--- src/rtl/mem_access_pkg.sv ---
// ---------------------------------------------------------------------------
// mem_access_pkg
// Shared types for the load/store front-end (mem_access_unit).
//   size_e   : access size encoding as carried on req_size
//   state_e  : control FSM states of mem_access_unit
//   wr_mask  : per-byte-lane write enables for a store of a given size
// Lane k of the data memory holds address+k, so the write mask is always
// right-aligned and never depends on the low address bits.
// ---------------------------------------------------------------------------
package mem_access_pkg;

   typedef enum logic [1:0] {
      SZ_B   = 2'b00,
      SZ_H   = 2'b01,
      SZ_W   = 2'b10,
      SZ_BAD = 2'b11
   } size_e;

   typedef enum logic [1:0] {
      IDLE,
      WR,
      RD_WAIT,
      RESP
   } state_e;

   // Largest memory read latency the wait counter is sized for.
   localparam int MAX_READ_LATENCY = 4;

   // Byte lanes written by a store; an illegal size writes nothing.
   function automatic logic [3:0] wr_mask(input size_e size);
      logic [3:0] mask;
      case (size)
         SZ_B:    mask = 4'b0001;
         SZ_H:    mask = 4'b0011;
         SZ_W:    mask = 4'b1111;
         default: mask = 4'b0000;
      endcase
      return mask;
   endfunction

endpackage

--- src/rtl/mem_access_unit_if.sv ---
// ---------------------------------------------------------------------------
// mem_access_unit_if
// Bundles the request, response and data-memory signals of mem_access_unit.
//   req_*        : CPU request channel (valid/ready)
//   rsp_*        : response channel back to the CPU (valid/ready)
//   mem_*        : 4-bank byte-lane data memory port
// Modports:
//   slave  : the access unit's view (accepts requests, drives the memory)
//   master : the environment's view (CPU datapath plus memory)
// ---------------------------------------------------------------------------
interface mem_access_unit_if;

   logic        req_valid;
   logic        req_ready;
   logic        req_write;
   logic [1:0]  req_size;
   logic        req_unsigned;
   logic [31:0] req_addr;
   logic [31:0] req_wdata;

   logic        rsp_valid;
   logic        rsp_ready;
   logic [31:0] rsp_rdata;
   logic        rsp_err;

   logic [31:0] mem_raddress;
   logic [31:0] mem_waddress;
   logic [31:0] mem_datain;
   logic [3:0]  mem_wr;
   logic [31:0] mem_dataout;

   modport slave (
      input  req_valid, req_write, req_size, req_unsigned, req_addr, req_wdata,
      input  rsp_ready, mem_dataout,
      output req_ready, rsp_valid, rsp_rdata, rsp_err,
      output mem_raddress, mem_waddress, mem_datain, mem_wr
   );

   modport master (
      output req_valid, req_write, req_size, req_unsigned, req_addr, req_wdata,
      output rsp_ready, mem_dataout,
      input  req_ready, rsp_valid, rsp_rdata, rsp_err,
      input  mem_raddress, mem_waddress, mem_datain, mem_wr
   );

endinterface

--- src/rtl/mem_access_unit_load_extend.sv ---
// ---------------------------------------------------------------------------
// load_extend
// Combinational sign/zero extension of a load result.
//   data       in  32  raw word from the memory (lane k = address+k)
//   size       in  2   access size (byte / half / word)
//   isUnsigned in  1   1 = zero-extend, 0 = sign-extend
//   ext        out 32  extended result
// ---------------------------------------------------------------------------
module load_extend
   import mem_access_pkg::*;
(
   input  logic [31:0] data,
   input  size_e       size,
   input  logic        isUnsigned,
   output logic [31:0] ext
);

   // Bytes and halves take their fill bit from their own top bit unless the
   // load is unsigned; words (and the never-used illegal size) pass through.
   always_comb begin
      ext = data;
      case (size)
         SZ_B:    ext = {{24{~isUnsigned & data[7]}}, data[7:0]};
         SZ_H:    ext = {{16{~isUnsigned & data[15]}}, data[15:0]};
         default: ext = data;
      endcase
   end

endmodule

--- src/rtl/mem_access_unit.sv ---
// ---------------------------------------------------------------------------
// mem_access_unit
// Load/store front-end between the CPU datapath and the 4-bank byte-lane
// data memory. One request at a time; every request gets one response.
// Ports:
//   Clk    in  clock, rising edge
//   Reset  in  asynchronous, active-high reset
//   bus    mem_access_unit_if.slave (request, response and memory signals)
// Parameter:
//   READ_LATENCY  memory read latency in cycles, address cycle excluded (1..4)
// Optional feature:
//   MEM_ACCESS_MISALIGN_TRAP_EN  when defined, misaligned half/word accesses
//   are rejected with rsp_err and never touch the memory.
// All outputs are registered except req_ready, which is state==IDLE.
// ---------------------------------------------------------------------------
module mem_access_unit #(
   parameter int READ_LATENCY = 1
) (
   input logic             Clk,
   input logic             Reset,
   mem_access_unit_if.slave bus
);
   import mem_access_pkg::*;

   localparam logic [2:0] LAST_WAIT = 3'(READ_LATENCY);

   state_e      state;
   state_e      nextState;
   logic [2:0]  waitCnt;
   size_e       reqSize;
   logic        reqUnsigned;
   size_e       inSize;
   logic        misaligned;
   logic        badReq;
   logic        accept;
   logic        lastWait;
   logic [31:0] extData;

   assign inSize   = size_e'(bus.req_size);
   assign accept   = (state == IDLE) && bus.req_valid;
   assign lastWait = (waitCnt == LAST_WAIT);

`ifdef MEM_ACCESS_MISALIGN_TRAP_EN
   assign misaligned = ((inSize == SZ_H) && bus.req_addr[0]) ||
                       ((inSize == SZ_W) && (bus.req_addr[1:0] != 2'b00));
`else
   assign misaligned = 1'b0;
`endif

   assign badReq        = (inSize == SZ_BAD) || misaligned;
   assign bus.req_ready = (state == IDLE);

   load_extend extendUnit (
      .data       (bus.mem_dataout),
      .size       (reqSize),
      .isUnsigned (reqUnsigned),
      .ext        (extData)
   );

   // State register: reset always lands in IDLE, abandoning any access.
   always_ff @(posedge Clk or posedge Reset) begin
      if (Reset) begin
         state <= IDLE;
      end else begin
         state <= nextState;
      end
   end

   // Next-state logic: rejected requests skip straight to RESP, stores spend
   // one cycle in WR, loads wait READ_LATENCY+1 cycles in RD_WAIT, and RESP
   // holds until the consumer takes the response.
   always_comb begin
      nextState = state;
      case (state)
         IDLE: begin
            if (bus.req_valid) begin
               if (badReq) begin
                  nextState = RESP;
               end else if (bus.req_write) begin
                  nextState = WR;
               end else begin
                  nextState = RD_WAIT;
               end
            end
         end
         WR:      nextState = RESP;
         RD_WAIT: if (lastWait) nextState = RESP;
         RESP:    if (bus.rsp_ready) nextState = IDLE;
         default: nextState = IDLE;
      endcase
   end

   // Registered datapath and outputs. mem_wr defaults to zero every cycle so
   // it can only be high in the single WR cycle, and the async reset clears
   // it immediately if a store is interrupted. Request fields are captured
   // on the accept edge; the load result is captured on the edge ending the
   // last RD_WAIT cycle. rsp_rdata is cleared at accept so stores and
   // rejected requests answer with zero.
   always_ff @(posedge Clk or posedge Reset) begin
      if (Reset) begin
         bus.rsp_valid    <= 1'b0;
         bus.rsp_err      <= 1'b0;
         bus.rsp_rdata    <= '0;
         bus.mem_raddress <= '0;
         bus.mem_waddress <= '0;
         bus.mem_datain   <= '0;
         bus.mem_wr       <= 4'b0000;
         waitCnt          <= '0;
         reqSize          <= SZ_B;
         reqUnsigned      <= 1'b0;
      end else begin
         bus.mem_wr    <= 4'b0000;
         bus.rsp_valid <= (nextState == RESP);
         if (accept) begin
            reqSize       <= inSize;
            reqUnsigned   <= bus.req_unsigned;
            bus.rsp_err   <= badReq;
            bus.rsp_rdata <= '0;
            waitCnt       <= '0;
            if (!badReq && bus.req_write) begin
               bus.mem_waddress <= bus.req_addr;
               bus.mem_datain   <= bus.req_wdata;
               bus.mem_wr       <= wr_mask(inSize);
            end
            if (!badReq && !bus.req_write) begin
               bus.mem_raddress <= bus.req_addr;
            end
         end
         if (state == RD_WAIT) begin
            waitCnt <= waitCnt + 3'd1;
            if (lastWait) begin
               bus.rsp_rdata <= extData;
            end
         end
      end
   end

endmodule

--- src/flat_wrapper.sv ---
// flat-port wrapper written by rule: the top's interface ports become plain ports
module mem_access_unit_flat import mem_access_pkg::*;
#(
   parameter int READ_LATENCY = 1
)
  (Clk, Reset, bus_req_valid, bus_req_write, bus_req_size, bus_req_unsigned, bus_req_addr, bus_req_wdata, bus_rsp_ready, bus_mem_dataout, bus_req_ready, bus_rsp_valid, bus_rsp_rdata, bus_rsp_err, bus_mem_raddress, bus_mem_waddress, bus_mem_datain, bus_mem_wr);
  mem_access_unit_if bus_i ();
  input logic Clk;
  input logic Reset;
  input wire logic [$bits(bus_i.req_valid)-1:0] bus_req_valid;
  input wire logic [$bits(bus_i.req_write)-1:0] bus_req_write;
  input wire logic [$bits(bus_i.req_size)-1:0] bus_req_size;
  input wire logic [$bits(bus_i.req_unsigned)-1:0] bus_req_unsigned;
  input wire logic [$bits(bus_i.req_addr)-1:0] bus_req_addr;
  input wire logic [$bits(bus_i.req_wdata)-1:0] bus_req_wdata;
  input wire logic [$bits(bus_i.rsp_ready)-1:0] bus_rsp_ready;
  input wire logic [$bits(bus_i.mem_dataout)-1:0] bus_mem_dataout;
  output wire logic [$bits(bus_i.req_ready)-1:0] bus_req_ready;
  output wire logic [$bits(bus_i.rsp_valid)-1:0] bus_rsp_valid;
  output wire logic [$bits(bus_i.rsp_rdata)-1:0] bus_rsp_rdata;
  output wire logic [$bits(bus_i.rsp_err)-1:0] bus_rsp_err;
  output wire logic [$bits(bus_i.mem_raddress)-1:0] bus_mem_raddress;
  output wire logic [$bits(bus_i.mem_waddress)-1:0] bus_mem_waddress;
  output wire logic [$bits(bus_i.mem_datain)-1:0] bus_mem_datain;
  output wire logic [$bits(bus_i.mem_wr)-1:0] bus_mem_wr;
  assign bus_i.req_valid = bus_req_valid;
  assign bus_i.req_write = bus_req_write;
  assign bus_i.req_size = bus_req_size;
  assign bus_i.req_unsigned = bus_req_unsigned;
  assign bus_i.req_addr = bus_req_addr;
  assign bus_i.req_wdata = bus_req_wdata;
  assign bus_i.rsp_ready = bus_rsp_ready;
  assign bus_i.mem_dataout = bus_mem_dataout;
  assign bus_req_ready = bus_i.req_ready;
  assign bus_rsp_valid = bus_i.rsp_valid;
  assign bus_rsp_rdata = bus_i.rsp_rdata;
  assign bus_rsp_err = bus_i.rsp_err;
  assign bus_mem_raddress = bus_i.mem_raddress;
  assign bus_mem_waddress = bus_i.mem_waddress;
  assign bus_mem_datain = bus_i.mem_datain;
  assign bus_mem_wr = bus_i.mem_wr;
  mem_access_unit #(.READ_LATENCY(READ_LATENCY)) u_core (.Clk(Clk), .Reset(Reset), .bus(bus_i));
endmodule
--- config.mk ---
export PLATFORM = sky130hd
export DESIGN_NAME = mem_access_unit_flat
export DESIGN_NICKNAME = d
export VERILOG_FILES = /design/src/rtl/mem_access_pkg.sv /design/src/rtl/mem_access_unit_if.sv /design/src/rtl/mem_access_unit_load_extend.sv /design/src/rtl/mem_access_unit.sv /design/src/flat_wrapper.sv
export SDC_FILE = /design/constraint.sdc
export NUM_CORES = 1
export LEC_CHECK = 0
export ABC_CLOCK_PERIOD_IN_PS = 5180
export BUFFER_PORTS_ARGS = -buffer_cell sky130_fd_sc_hd__buf_2
export CAP_MARGIN = 20
export CORE_MARGIN = 1.5
export CORE_UTILIZATION = 43
export DETAILED_ROUTE_END_ITERATION = 8
export GPL_ROUTABILITY_DRIVEN = 0
export GPL_TIMING_DRIVEN = 0
export HOLD_SLACK_MARGIN = 0.02
export PLACE_DENSITY_LB_ADDON = 0.3
export SYNTH_ARGS = -nofsm -noshare
export SYNTH_HDL_FRONTEND = slang
export SYNTH_SLANG_ARGS = --single-unit
--- constraint.sdc ---
create_clock -name Clk -period 5.18 [get_ports Clk]
set_clock_uncertainty 0.15 [all_clocks]
set_input_delay 1.554 -clock Clk [delete_from_list [all_inputs] [get_ports Clk]]
set_output_delay 1.554 -clock Clk [all_outputs]
set_load 0.05 [all_outputs]
==> metrics, run 1 <==
fin worst setup slack 2.12 ns; Crit path max-delay family buffers and inverters; Routed Antenna Nets 0; I/O pin cnt 239; Post-Synth Adder-Cell Area 0.871%; Syn Nets 504; H-tree levels 4; critical path depth in cells 3; WS Path Type register to output port; Avg Vias per Cell between 4 and 5; antenna violations before repair 0; placed cells approximately 810; Final nets 765; Non-Filler Instances about 850; Synth top area share roughly 61%; clock transition at the registers of the reported paths 0.06 ns; area leader, netlist dfrtp_1; most frequent cells in the layout 244 x buf_2, 141 x dfrtp_1, 57 x mux2_2, 40 x mux2_4, 39 x nand2_1; largest cells by area after synthesis dfrtp_1 61%, mux2_2 11%, mux2_4 10%; hold_buf cts 0; synthesized cell area 0.00575 mm^2; first-pass iteration count of the detailed router 4; share of layout cells above drive strength 1 58.2%; Num CTS Buffers 17; status finished clean; CP max stage cell dfrtp_1; Syn-to-layout area delta 37.6%; combinational family with the most area after synthesis multiplexers; Setup TNS Final 0 ns; core area around 0.013 mm^2; via count 4144; die width 119 um; Distinct cells, synth 31; headroom to the max-slew limit 58.6%; WL per Instance 16.0 um; Mapped Cells between 300 and 400; clk_lat worst skew 0.41 ns; Final Max Slew Viols 0; commonest non-fill, non-tap cell in the layout buf_2; CP max FO 9; TritonCTS clock tree done; simple logic cell fraction of the synthesized area 4.57%; worst reg2reg setup slack just over 3 ns; worst r2r path cells 6; final count of hold timing violations 0; Synth Area in XOR/XNOR 0%; full die area ~0.014 mm^2; Worst Path Arrival ~1.4 ns; max cap viols 0; Site Rows 42; total grt overflow 0; chip height 119 um; mux cell area share after synthesis 21.8%; smallest hold slack between 0.3 and 0.4 ns; RR Endpoint u_core.bus.rsp_rdata[3]; worst-path cell chain buf_6, nor2_1, buf_2; Initial Utilization between 40% and 50%; type of origin of the critical path register; number of global-route vias before repair 4227; Crit. End Element output port; compound-cell area share of the yosys netlist 7.25%; Critical Path Start u_core.state[1]; synth warn 0; pre-CTS worst setup slack 1.91 ns; DRC Markers 0; Critical Path Sink bus_req_ready; unrepaired setup endpoints after global routing no; Post-CTS Resized 0; Iteration-0 DRC Markers 175; Tmin final 3.06 ns; Buf/Inv on CP 2; Final setup viols 0; Max stage delay on crit path 0.38 ns; post-synthesis sequential area ratio 61.4%; worst flop-to-flop path startpoint u_core.waitCnt[0]; PortBufs 238; root buf cell clkbuf_16; Antenna Cells 0; fmax 0.327 GHz; Worst EP required 3.48 ns; hold path start u_core.bus.mem_raddress[20]; Avg Inst Size Synth 14.5 um^2; first-pass GRT wire length 21600 um; post-CTS setup buffer count 0; # fillers 1067; Total Routing Usage GR roughly a fifth; CTS Buffer Depth 2; Routed WL 13500 um; dpl hpwl 10200 um; Hold Crit Class register to register; CTS Sinks 141; final worst path period share 59.0%; Slew @ Worst Pin a little over 0.6 ns; largest net degree at the start of global routing 38; flops & latches, synth approximately 140
-- worst register-to-register path, delay by kind of cell, from the launching register on --
family,cells,cell delay [ns]
AOI/OAI and AO/OA,1,0.21
and+or+nand+nor,2,0.55
adders and majority gates,1,0.22
buffers and inverters,2,0.55
DFF,1,0.41
-- worst min path at each step --
stage                                  endpoint  depth (start not counted)
detailed placement           u_core.bus.rsp_err                          2
global route        u_core.bus.mem_raddress[15]                          1
CTS                 u_core.bus.mem_raddress[12]                          1
global placement             u_core.bus.rsp_err                          2
floorplan                    u_core.reqUnsigned                          2
finish              u_core.bus.mem_raddress[20]                          1
-- Yosys cell counts (all sizes together) --
| library cell | number |
|---|---|
| nand2 | 39 |
| nor4bb | 1 |
| and2 | 1 |
| a21boi | 1 |
| dfrtp | 141 |
| or4b | 1 |
| a22o | 17 |
| nor3b | 1 |
| o21bai | 1 |
| nand2b | 2 |
| mux2 | 97 |
| ha | 4 |
| clkbuf | 13 |
| mux2i | 1 |
| o21ai | 12 |
| nor3 | 1 |
| a211oi | 1 |
| and3 | 1 |
| a21oi | 17 |
| a31oi | 16 |
| buf | 17 |
| or3 | 1 |
| or3b | 1 |
| nor2 | 6 |
| inv | 3 |
-- flip-flops by register name (all words and copies together) (netlist names) --
name	count
u_core.bus.mem_datain	32
u_core.bus.rsp_err	1
u_core.bus.rsp_valid	1
u_core.bus.mem_raddress	32
u_core.bus.mem_waddress	32
u_core.waitCnt	3
u_core.bus.rsp_rdata	32
u_core.reqUnsigned	1
u_core.reqSize	2
u_core.state	2
u_core.bus.mem_wr	3
-- cell type report --
type | count | area (um^2) | area share, %
tap | 176 | 220 | 2.78
clock inverter | 8 | 150 | 1.90
timing repair buffer | 242 | 1280 | 16.2
inverter | 3 | 15.0 | 0.190
multi-input combinational | 222 | 1980 | 25.0
buffer | 30 | 228 | 2.88
sequential | 141 | 3530 | 44.6
clock buffer | 24 | 512 | 6.47
-- stage by stage --
stage	util (%)	instance area, um^2
final	60.2	7910
after global routing	60.2	7910
after CTS	60.2	7910
after detailed placement	55.2	7250
after global placement	54.5	7160
after floorplan	-	5750
-- cell families (layout without fill, tap and decap cells) --
group / Yosys count / count (layout)
flops: 141 / 141
mux: 98 / 98
fa+ha+maj: 4 / 4
compound gates: 65 / 65
buf+inv: 33 / 307
simple gates: 55 / 55
-- layer usage --
layer	routed length [um]	track usage, %	vias up
met2	6700	31.8	165
met4	206	6.93	0
met1	5740	24.8	2041
met5	0	0	-
met3	890	5.36	18
li1	-	-	1920
Power of run 1 is not shown: default switching activity piles up to over one toggle a cycle in this logic, so the estimate is an artifact.
==> run 2, diff against run 1 <==
--- a/config.mk
+++ b/config.mk
@@ -5,7 +5,8 @@
 export SDC_FILE = /design/constraint.sdc
 export NUM_CORES = 1
 export LEC_CHECK = 0
-export ABC_CLOCK_PERIOD_IN_PS = 5180
+export ABC_AREA = 1
+export ABC_CLOCK_PERIOD_IN_PS = 2700
 export BUFFER_PORTS_ARGS = -buffer_cell sky130_fd_sc_hd__buf_2
 export CAP_MARGIN = 20
 export CORE_MARGIN = 1.5
==> constraint.sdc (replaced) <==
create_clock -name Clk -period 2.7 [get_ports Clk]
set_clock_uncertainty 0.15 [all_clocks]
set_input_delay 0.81 -clock Clk [delete_from_list [all_inputs] [get_ports Clk]]
set_output_delay 0.81 -clock Clk [all_outputs]
set_load 0.05 [all_outputs]
==> metrics, run 2 <==
core area 0.0128 mm^2 (-2.8%); Hold Crit Class register to register; most numerous cell in the Yosys netlist nand2_1; Syn-to-layout area delta 35.7%; area leader, netlist dfrtp_1; Post-CTS Resized 0 (unchanged); worst vdd ir 929 uV; max cap viols 0 (unchanged); most frequent cells in the layout 266 x nand2_1, 258 x buf_2, 141 x dfrtp_1, 52 x o21ai_0, 50 x nand3_1; synth warn 0 (unchanged); Total Routing Usage GR 22.6% (+3.2 points); post-synthesis sequential area ratio 61.9% (+0.54 points); antenna violations before repair 2 (+2); Avg Vias per Cell 4.66 (-4.8%); Final setup viols 0 (unchanged); full die area 0.0140 mm^2 (-0.85%); area of the multi-input gates 0.00179 mm^2 (-9.5%); TritonCTS clock tree done; headroom to the max-slew limit 51.9% (-6.7 points); RR Endpoint u_core.bus.mem_waddress[24]; FF/Latch Area 0.00353 mm^2 (unchanged); Slew @ Worst Pin 0.720 ns (+0.100 ns); share of layout cells above drive strength 1 33.8% (-24 points); dpl hpwl 11000 um (+8.1%); worst flop-to-flop path startpoint u_core.state[1]; Distinct cells, synth 20 (-35%); Tmin final 2.23 ns; Iteration-0 DRC Markers 273 (+56%); hold path start u_core.bus.mem_datain[12]; worst hold path endpoint u_core.bus.mem_datain[12]; commonest non-fill, non-tap cell in the layout nand2_1; Num CTS Buffers 17 (unchanged); largest net degree at the start of global routing 42 (+11%); Final Max Slew Viols 0 (unchanged); Non-Filler Instances 1088 (+29%); Synth top area share 61.9% (+0.54 points); chip height 118 um (-0.43%); Worst Path Arrival 1.27 ns (-0.08 ns); placed cells 1055 (+30%); Final Util 60.6% (+0.32 points); Site Rows 41 (-2.4%); worst reg2reg setup slack 1.02 ns (-2.01 ns); status finished clean; CP max FO 3 (-6); post-CTS setup buffer count 0 (unchanged); Final nets 1010 (+32%); CTS Sinks 141 (unchanged); WL per Instance 13.6 um (-15%); number of global-route vias before repair 5030 (+19%); fmax 0.448 GHz; pre-CTS worst setup slack 0.276 ns (-1.63 ns); power density over the cells ~1500 mW/mm^2; final worst path period share 82.6%; Async S/R FF share, synth 100% (unchanged); Syn Nets 750 (+49%); Worst EP required 1.74 ns (-1.74 ns); Mapped Cells 642 (+62%); PortBufs 238 (unchanged); Routed WL 14800 um (+9.4%); dpl cell area 0.00717 mm^2 (-1.1%); total grt overflow 0 (unchanged); worst r2r path cells 7 (+1); fin worst setup slack 0.470 ns (-1.65 ns); first-pass GRT wire length 24900 um (+15%); clk_lat worst skew 0.41 ns (about the same); Routed Antenna Nets 0 (unchanged); Avg Inst Size Synth 8.88 um^2 (-39%); number of synthesized flops with an enable pin 0 (unchanged); # fillers 1173 (+9.9%); first-pass iteration count of the detailed router 4 (unchanged); via count 5074 (+22%); Min-Delay Path Depth 2 (+1); largest cells by area after synthesis dfrtp_1 62%, nand2_1 18%, o21ai_0 4.6%; final count of hold timing violations 0 (unchanged); synthesized cell area 0.00570 mm^2 (-0.87%); hold_buf cts 0 (unchanged); root buf cell clkbuf_16; most frequent cells after synthesis 266 x nand2_1, 141 x dfrtp_1, 52 x o21ai_0, 50 x nand3_1, 43 x inv_1; Crit. End Element output port; WS Path Type register to output port; clock transition at the registers of the reported paths 0.06 ns (about the same); type of origin of the critical path register; flops & latches, synth 141 (unchanged); I/O pin cnt 239 (unchanged); DRC Markers 0 (unchanged); unrepaired setup endpoints after global routing no; smallest hold slack 0.322 ns (-0.0252 ns); fin area 0.00773 mm^2 (-2.3%); Critical Path Start u_core.state[1]; Synth Flop Type dfrtp_1; die width 118 um (-0.43%); Initial Utilization 44.6% (+0.86 points); H-tree levels 4 (unchanged); CTS Buffer Depth 2 (unchanged); Pleak 4.58 nW
-- run 2: through the flow --
step	power (mW)	setup TNS (ns)
floorplan	8.14	-3.25
global placement	9.58	-129.76
detailed placement	9.65	0
CTS	11.9	0
global route	12.5	0
finish	11.8	0
-- run 2: worst max-delay path, stage by stage, from the launching register on --
cell and delay (ns):
dfrtp_1 0.41, nor2_4 0.16, buf_2 0.28
-- run 2: per-layer routing --
layer,global-route usage (%),wire (um),part of all wire [%]
met3,7.22,1300,8.8
met4,10.1,323,2.2
met5,0,0,0
met2,34.7,6900,47
met1,29.2,6290,42
-- run 2: worst max path at each step --
stage	to	slack [ns]
2_1_floorplan	u_core.bus.mem_datain[0]	-0.02
3_3_place_gp	u_core.bus.mem_datain[0]	-0.93
3_5_place_dp	u_core.bus.mem_waddress[14]	0.28
4_1_cts	bus_req_ready	0.45
5_1_grt	bus_req_ready	0.41
6_report	bus_req_ready	0.47
-- run 2: area by class of cell --
cell class              instances  share of cell area [%]
clock inverters                11                    1.21
flip-flops and latches        141                    45.6
inverters                      47                    2.36
diodes                          2                  0.0647
clock buffers                  20                    6.03
multi-input cells             417                    23.2
plain buffers                  37                    2.56
repair buffers                241                    16.2
well taps                     172                    2.78
-- run 2: cell families (layout without fill, tap and decap cells) --
family / count (synthesis) / after routing / share of synthesized area (%)
flip-flops: 141 / 141 / 61.9
buffers and inverters: 84 / 356 / 6.61
other: 0 / 2 / 0
adder cells (fa/ha/maj): 4 / 4 / 0.878
AND/OR/NAND/NOR: 337 / 337 / 23.9
AO/OA/AOI/OAI: 76 / 76 / 6.70
-- run 2: power by group --
part / total, mW / switching, mW / internal [mW]
Combinational: 6.03 / 4.70 / 1.33
Sequential: 3.58 / 0.515 / 3.06
Clock: 2.19 / 0.863 / 1.33
Total: 11.8 / 6.07 / 5.72
No activity file was read; power rests on OpenSTA's default activity.
